## src/rtl/rr_lock_arbiter.sv

```systemverilog
// Four-requester round-robin arbiter with a bounded grant hold.
// An owner that hits the hold limit is revoked and locked out until it drops its request.
module rr_lock_arbiter #(
  parameter int unsigned TIMEOUT = 16
) (
  input  logic       clk,
  input  logic       reset,
  input  logic [3:0] req,
  output logic [3:0] gnt,
  output logic       busy,
  output logic       timeout,
  output logic [1:0] timeout_id
);

  typedef enum logic {
    IDLE  = 1'b0,
    GRANT = 1'b1
  } state_t;

  localparam logic [7:0] LIMIT = 8'(TIMEOUT - 1);

  state_t     state_q, state_d;
  logic [3:0] gnt_q, gnt_d;
  logic [3:0] mask_q, mask_d;
  logic [1:0] ptr_q, ptr_d;
  logic [1:0] owner_q, owner_d;
  logic [7:0] cnt_q, cnt_d;
  logic       busy_q;
  logic       timeout_q, timeout_d;
  logic [1:0] timeout_id_q, timeout_id_d;

  logic [3:0] eligible;
  logic [1:0] winner;
  logic [1:0] cand;

  assign eligible = req & ~mask_q;

  // Scan from the farthest offset back to ptr so the nearest eligible index wins.
  always_comb begin
    winner = ptr_q;
    cand   = ptr_q;
    for (int i = 3; i >= 0; i--) begin
      cand = ptr_q + 2'(i);
      if (eligible[cand]) winner = cand;
    end
  end

  always_comb begin
    state_d      = state_q;
    gnt_d        = gnt_q;
    owner_d      = owner_q;
    ptr_d        = ptr_q;
    cnt_d        = cnt_q;
    timeout_d    = 1'b0;
    timeout_id_d = 2'd0;
    mask_d       = mask_q & req;
    case (state_q)
      IDLE: begin
        if (|eligible) begin
          state_d = GRANT;
          gnt_d   = 4'b0001 << winner;
          owner_d = winner;
          ptr_d   = winner + 2'd1;
          cnt_d   = 8'd0;
        end
      end
      GRANT: begin
        if (!req[owner_q]) begin
          state_d = IDLE;
          gnt_d   = 4'b0000;
        end else if (cnt_q == LIMIT) begin
          // Revoke: the owner's request is still high here, so the mask clear term cannot collide.
          state_d              = IDLE;
          gnt_d                = 4'b0000;
          timeout_d            = 1'b1;
          timeout_id_d         = owner_q;
          mask_d[owner_q]      = 1'b1;
        end else begin
          cnt_d = cnt_q + 8'd1;
        end
      end
      default: begin
        state_d = IDLE;
        gnt_d   = 4'b0000;
      end
    endcase
  end

  always_ff @(posedge clk or negedge reset) begin
    if (!reset) begin
      state_q      <= IDLE;
      gnt_q        <= 4'b0000;
      mask_q       <= 4'b0000;
      ptr_q        <= 2'd0;
      owner_q      <= 2'd0;
      cnt_q        <= 8'd0;
      busy_q       <= 1'b0;
      timeout_q    <= 1'b0;
      timeout_id_q <= 2'd0;
    end else begin
      state_q      <= state_d;
      gnt_q        <= gnt_d;
      mask_q       <= mask_d;
      ptr_q        <= ptr_d;
      owner_q      <= owner_d;
      cnt_q        <= cnt_d;
      busy_q       <= |gnt_d;
      timeout_q    <= timeout_d;
      timeout_id_q <= timeout_id_d;
    end
  end

  assign gnt        = gnt_q;
  assign busy       = busy_q;
  assign timeout    = timeout_q;
  assign timeout_id = timeout_id_q;

endmodule

```

## config.mk

```make
export PLATFORM = sky130hd
export DESIGN_NAME = rr_lock_arbiter
export DESIGN_NICKNAME = d
export VERILOG_FILES = /design/src/rtl/rr_lock_arbiter.sv
export SDC_FILE = /design/constraint.sdc
export NUM_CORES = 1
export LEC_CHECK = 0
export BUFFER_PORTS_ARGS = -buffer_cell sky130_fd_sc_hd__buf_2
export CAP_MARGIN = 10
export CORE_MARGIN = 10
export CORE_UTILIZATION = 55
export CTS_CLUSTER_SIZE = 24
export DETAILED_ROUTE_END_ITERATION = 10
export GPL_TIMING_DRIVEN = 0
export PLACE_DENSITY_LB_ADDON = 0.1
export SYNTH_ARGS = -nofsm -noshare
export SYNTH_HDL_FRONTEND = slang
export SYNTH_SLANG_ARGS = --single-unit
export TNS_END_PERCENT = 100
```

## constraint.sdc

```tcl
create_clock -name clk -period 2.6 [get_ports clk]
set_input_delay 0.39 -clock clk [delete_from_list [all_inputs] [get_ports clk]]
set_output_delay 0.39 -clock clk [all_outputs]
set_load 0.05 [all_outputs]
```

# [Word-level counts from Yosys, hierarchy flattened]
# Index checks and enable logic that the tools add are counted.
# W data, S select, Z words.
[word_totals] ramBits=0 latchBits=0 mem_count=0 romBits=0 ff_bits=25 out_inout_bits=8
[classes] n_shift=1 muxes=37 n_div=0 reduce_logical=5 bitwise=5 magnitude_cmp=6 add_sub_neg=5 n_eq_ne=4 mul=0
[op_table] op="$mux W4" n=6
[op_table] op="$mux W8" n=3
[op_table] op="$pmux W8 S2" n=1
[op_table] op="$lt A2 B3 Y1 const B" n=5
[op_table] op="$mux W2" n=7
[op_table] op="$mux W1" n=12
[op_table] op="$bmux W1 S2" n=5
[op_table] op="$add A8 B1 Y8 const B" n=1
[op_table] op="$and A4 B4 Y4" n=2
[op_table] op="$eq A8 B4 Y1 const B" n=1
[op_table] op="$pmux W4 S2" n=1
[op_table] op="$reduce_or A4 Y1" n=2
[op_table] op="$add A2 B1 Y2 const B" n=2
[op_table] op="$add A2 B2 Y2 const B" n=2
[op_table] op="$ne A2 B2 Y1 const B" n=2
[op_table] op="$not A4 Y4" n=1
[op_table] op="$or A4 B4 Y4" n=1
[op_table] op="$shl A1 B2 Y4 const A" n=1
[op_table] op="$reduce_and A3 Y1" n=1
[op_table] op="$demux W1 S2" n=1
[op_table] op="$ge A2 B1 Y1 const B" n=1
[op_table] op="$ne A2 B1 Y1 const B" n=1
[op_table] op="$pmux W1 S2" n=1
[op_table] op="$reduce_and A2 Y1" n=1
[op_table] op="other kinds (2)" n=2

# [Depth between registers and ports, before layout]
# Gate-level depths: netlist of run 1.
[logic_depth] word_depth=12 depth_mapped=6

# [Least setup slack after synthesis of run 1]
# OpenSTA, ideal clock, no wires.
[synth_path] path_type="register to register" from="register owner_q[1]" to="register cnt_q[7]" t_required_ps=2522 setup_ps=78 setup_slack_ps=807 path_stages_with_launch=6 arrival_ps=1715 path_buffers=0 cell_sequence="dfrtp_1 -> mux4_2 -> nand3_2 -> or3_4 -> or3_1 -> a21oi_1"
[synth_between] elab_chain_cells=4
[synth_rtl] item="start, declared" line="26" source="logic [1:0] owner_q, owner_d;"
[synth_rtl] item="start signal, assigned" line="105" source="owner_q <= owner_d;"
[synth_rtl] item="$bmux W1 S2" line="68" source="if (!req[owner_q]) begin"
[synth_rtl] item="$mux W1 (not written as such)" line="68"
[synth_rtl] item="$ne A2 B1 Y1 (no line)"
[synth_rtl] item="$reduce_and A3 Y1 (no line)"
[synth_rtl] item="end signal, assigned" line="106" source="cnt_q <= cnt_d;"
[synth_rtl] item="end, declared" line="27" source="logic [7:0] cnt_q, cnt_d;"
# No other way between the ends. The select of a mux whose other input is x is not followed.
# A chain may end at the register's enable or synchronous reset.

# [Worst setup path in the final report of run 1]
[layout_path] from="register cnt_q[4]" to="register gnt_q[1], in the netlist gnt[1]"
[layout_between] elab_chain_cells=4
[layout_rtl] item="$eq A8 B4 Y1" line="71" source="end else if (cnt_q == LIMIT) begin"
[layout_rtl] item="$mux W4" line="71"
[layout_rtl] item="$mux W4" line="68"
[layout_rtl] item="$pmux W4 S2" line="57" source="case (state_q)"
[layout_rtl] item="named net gnt_d[1]" line="23" source="logic [3:0] gnt_q, gnt_d;"
[layout_rtl] item="end signal, assigned" line="102" source="gnt_q <= gnt_d;"
[layout_rtl] item="end, declared" line="23"
# The timed path passes the listed nets, and every way through them passes these cells.

==> results of run 1 <==
## cells in the final DEF (no fill, tap or decap), types with 2 or more instances in the layout
| cell | count |
|---|---|
| a21oi_1 | 4 |
| a22o_1 | 2 |
| a2bb2oi_1 | 2 |
| a32o_1 | 2 |
| buf_2 | 13 |
| clkbuf_1 | 2 |
| clkbuf_4 | 3 |
| dfrtp_1 | 25 |
| inv_1 | 5 |
| nand2_1 | 12 |
| nand2b_1 | 5 |
| nand3_1 | 5 |
| nor2_1 | 5 |
| nor2b_1 | 2 |
| nor3_1 | 2 |
| o211ai_1 | 2 |
| o21a_1 | 3 |
| o21ai_0 | 8 |
| o31ai_1 | 4 |
| xnor2_1 | 2 |
## registers in the layout, indices dropped and copies added (netlist names)
signal	cells
owner_q	2
busy	1
gnt	4
timeout_id	2
timeout	1
mask_q	4
cnt_q	8
ptr_q	2
state_q	1
## cell families after synthesis
kind of cell             after synthesis  synth area share, %
AND/OR/NAND/NOR                       41                 18.7
AO/OA/AOI/OAI                         34                 20.3
flip-flops                            25                 53.2
buffers and inverters                  7                 2.24
XOR/XNOR                               2                 1.49
multiplexers                           2                 2.88
adder cells (fa/ha/maj)                1                 1.06
## layer usage
| metal | global-route usage, % | up-vias | wire length (um) |
|---|---|---|---|
| met2 | 18.4 | 8 | 1150 |
| met1 | 13.4 | 424 | 1030 |
| met5 | 0 | - | 0 |
| li1 | - | 450 | - |
| met3 | 3.22 | 2 | 95 |
| met4 | 4.45 | 0 | 16 |
## where the power goes
part / switching [mW] / total (mW) / internal (mW)
registers: 0.104 / 0.588 / 0.484
clock network: 0.109 / 0.166 / 0.0573
logic: 0.365 / 0.549 / 0.184
total: 0.578 / 1.30 / 0.725
## through the flow
step                      instances  utilization, %  instance area (sq um)  hold slack [ps]  setup WS [ps]
after floorplan                 112               -                   1170             94.4            807
after CTS                       156            65.0                   1300             56.0            563
final                           156            65.0                   1300             41.3            571
after global placement          152            63.6                   1270              401            650
after global routing            156            65.0                   1300             70.6            447
after detailed placement        152            63.6                   1270              406            584
## path summary, 6_finish.rpt
kind | startpoint | endpoint | slack [ps] | depth (start not counted)
worst max-delay path | cnt_q[4]$_DFFE_PN0P_ | gnt[1]$_DFF_PN0_ | 570 | 4
worst min-delay path | reset | busy$_DFF_PN0_ | 40 | 1
worst min register to register | mask_q[1]$_DFF_PN0_ | mask_q[1]$_DFF_PN0_ | 510 | 2
min in group clk | req[1] | mask_q[1]$_DFF_PN0_ | 320 | 3
max in group asynchronous | reset | owner_q[0]$_DFFE_PN0P_ | 2200 | 1
worst max register to register | cnt_q[4]$_DFFE_PN0P_ | gnt[1]$_DFF_PN0_ | 570 | 4
## final cells by class
cell class	count	area, sq um
Clock inverter	1	5.00
Clock buffer	3	22.5
Tap cell	27	33.8
Buffer	2	7.51
Fill cell	178	701
Multi-Input combinational cell	80	523
Timing Repair Buffer	13	65.1
Sequential cell	25	626
Inverter	5	18.8
==> metrics.txt, run 1 <==
outcome=completed; Site Rows=16; area grow syn2layout=10.8%; Slowest cell on crit path=or4_1; routed len/inst=around 15 um; clk_skew=10.8 ps; ranking of synthesized cells by area=dfrtp_1, nand2_1, o21ai_0, nand2b_1, o31ai_1; die width=around 66 um; port bufs=13; Tot GR Track Use=around 11%; layout cells sized above 1=a little under a fifth; clock root buffer=clkbuf_4; Detailed Route Iter0 Violations=50; Worst slew margin=between 60% and 70%; CTS clk-pin slew, worst paths=about 140 ps; Nets=137; Worst Setup Start Kind=flop; Synth top area share=between 50 and 60%; routed vias=between 800 and 900; Std-Cell Core Area=roughly 2000 sq um; Buf/Inv on CP=0; CP top delay family=compound AO/OA/AOI/OAI gates; maximum clock path buffer count=2; clock sinks=25; antenna violations before repair=0; largest stage delay on the critical path=approximately 600 ps; count leader, synth=dfrtp_1; post-synthesis sequential area ratio=a little over half; Least-Margin Pin Slew=539 ps; full die area=4390 sq um; first-pass GRT wire length=slightly below 4 mm; final wirelength=2.29 mm; largest net degree at the start of global routing=26; Die Ht=about 66 um; synth warn=0; TritonCTS buffer count=3; CP endpoint kind=flop; min Tclk post-route=around 2000 ps; peak supply drop=0.000626 V; static leakage=~0.6 nW; Worst EP required=between 2000 and 3000 ps; first drt pass iteration count=4; setup_tns=0 ps; CTS tree=done; Max-Cap Viols=0; asr flop ratio synth=100%; Syn Nets=~120; final setup fails=0; H-tree depth=1; Final period util=between 70% and 80%; worst-path fanout max=10; number of global-route vias before repair=871; Vias/cell=5.67; Post-CTS Setup Inserts=0; Post-CTS Resized=0; Max Freq=493 MHz; Yosys reg bits=25; Ant. Diodes=0; synth cell count leaders=dfrtp_1, nand2_1, o21ai_0; gate count after technology mapping=112; worst-skew pair later-pin latency=between 300 and 400 ps; GRT overflow=0; power per cell area=between 1000 and 1500 nW/um^2; Tightest Hold Check Type=in -> async; Fin. Hold Viols=0; DRC errors left=0; Critical Path AT=roughly 2300 ps; Post-synth EDFFs=0; ANT nets after route=0; Power, Total=~1.3 mW; Slew Viols, Final=0; Hold-fix buffers, CTS=0; Initial Utilization=58.7%; Post-synth top flop=dfrtp_1; Final Wtd Congestion=roughly 0.81; Synth Cell Area=1170 sq um; cell taking the most area after synthesis=dfrtp_1; Post-Syn Area per Cell=approximately 10 sq um; HPWL after detailed placement=~1.7 mm; # IOs=14; CP Cell Sequence=or4_1 > o211ai_2 > o21ai_1 > a32o_1; synth unique cells=38; RSZ-0062 raised after global routing=no; Setup Crit Path Kind=reg -> reg
Power figures use the tool's default switching activity.
==> run 2, diff against run 1 <==
- clock period: 2.6 -> 1.95 ns (I/O delays scaled with it)
==> metrics.txt, run 2 (synthesized netlist as in run 1, its figures left out) <==
outcome=completed; die width=66.2 um; # IOs=14; clock sinks=25; Final Non-Filler Cells=160; number of global-route vias before repair=roughly 880; Fin. Hold Viols=0; Final Wtd Congestion=0.812; pre-CTS WS=-66.2 ps; Initial Utilization=around 59%; final wirelength=2.35 mm; Biggest register=cnt_q; max reg flops=8; Worst EP required=2200 ps; final setup fails=0; CP endpoint kind=flop; worst-path fanout max=5; Slew Viols, Final=0; Site Rows=16; GRT overflow=0; commonest cells after routing, fill and taps aside=dfrtp_1, buf_2, nand2_1; area grow syn2layout=15.7%; Post-DP Area=approximately 1300 sq um; Nets=around 140; largest net degree at the start of global routing=26; maximum clock path buffer count=2; Power, Total=roughly 1.8 mW; Critical Path AT=around 2200 ps; TritonCTS buffer count=3; power per cell area=~1300 nW/um^2; Tot GR Track Use=a little under an eighth; hold_sp=req[1]; RSZ-0062 raised after global routing=yes; H-tree depth=1; setup_tns=0 ps; routed len/inst=about 15 um; Vias/cell=between 5 and 6; Worst slew margin=between 60% and 70%; Least-Margin Pin Slew=544 ps; Setup Crit Path Kind=reg -> reg; antenna violations before repair=0; min Tclk post-route=around 1900 ps; routed vias=902; Ant. Diodes=0; register area=627 sq um; Max-Cap Viols=0; static leakage=between 0.6 and 0.7 nW; Die Ht=between 60 and 70 um; clk_skew=between 6 and 7 ps; worst-skew pair later-pin latency=around 310 ps; DRC errors left=0; RR Startpoint=owner_q[1]$_DFFE_PN0P_; Worst Setup Start Kind=flop; Std-Cell Core Area=2000 sq um; clock root buffer=clkbuf_4; CTS tree=done; Worst Setup SP=owner_q[1]$_DFFE_PN0P_; Final period util=between 90 and 100%; Final WS setup=21.8 ps; most common cell after layout, fill and taps aside=dfrtp_1; first drt pass iteration count=4; Max Freq=~520 MHz; port bufs=13; Multi-input gate area=around 550 sq um; first-pass GRT wire length=around 4.0 mm; Tightest Hold Check Type=in -> reg; ANT nets after route=0; HPWL after detailed placement=roughly 1.7 mm; number of fillers in the final layout=171; Detailed Route Iter0 Violations=43; hold slack=roughly 220 ps; layout cells sized above 1=24.1%; CTS clk-pin slew, worst paths=130 ps; Finished Core Util=roughly 68%; final instance area=1360 sq um; peak supply drop=0.000883 V; placed cell count=between 150 and 200; full die area=between 4000 and 5000 sq um
-- run 2: area by class of cell --
type | instances | share of cell area, %
flip-flops and latches | 25 | 46.1
multi-input cells | 80 | 40.1
repair buffers | 17 | 7.18
well taps | 27 | 2.49
clock buffers | 3 | 1.66
inverters | 5 | 1.38
plain buffers | 2 | 0.645
clock inverters | 1 | 0.368
-- run 2: per-layer routing --
metal	track usage [%]	part of all wire, %	vias to the layer above
li1	-	-	456
met3	3.22	4.3	2
met4	4.45	0.68	0
met2	18.4	50	14
met5	0	0	-
met1	13.9	45	430
-- run 2: path summary, 6_finish.rpt --
| check | to | slack (ps) | cells after the start |
|---|---|---|---|
| max | cnt_q[7]$_DFFE_PN0P_ | 20 | 5 |
| min | mask_q[1]$_DFF_PN0_ | 220 | 3 |
| max reg2reg | cnt_q[7]$_DFFE_PN0P_ | 20 | 5 |
| min reg2reg | mask_q[1]$_DFF_PN0_ | 510 | 2 |
| max in group asynchronous | owner_q[1]$_DFFE_PN0P_ | 1080 | 2 |
| min in group asynchronous | busy$_DFF_PN0_ | 480 | 2 |
-- run 2: worst max-delay path, cell delays in order (launching register included) --
cell and delay, ps:
dfrtp_2 470, mux4_2 430, nand3_2 100, or3_4 410
or3_4 330, a21oi_2 140
-- run 2: report_power, final --
| part | leakage, nW | switching [mW] | internal (mW) |
|---|---|---|---|
| Clock | 0.0177 | 0.146 | 0.0765 |
| Sequential | 0.329 | 0.141 | 0.647 |
| Combinational | 0.271 | 0.500 | 0.271 |
-- run 2: timing repair --
action                                 in CTS  in global routing
endpoints found under the hold margin      25                  0
setup buffers                               0                  3
setup endpoints to repair                   5                 11
pin swaps                                   1                  5
gates resized for setup                     1                  6
hold buffers                                1                  0
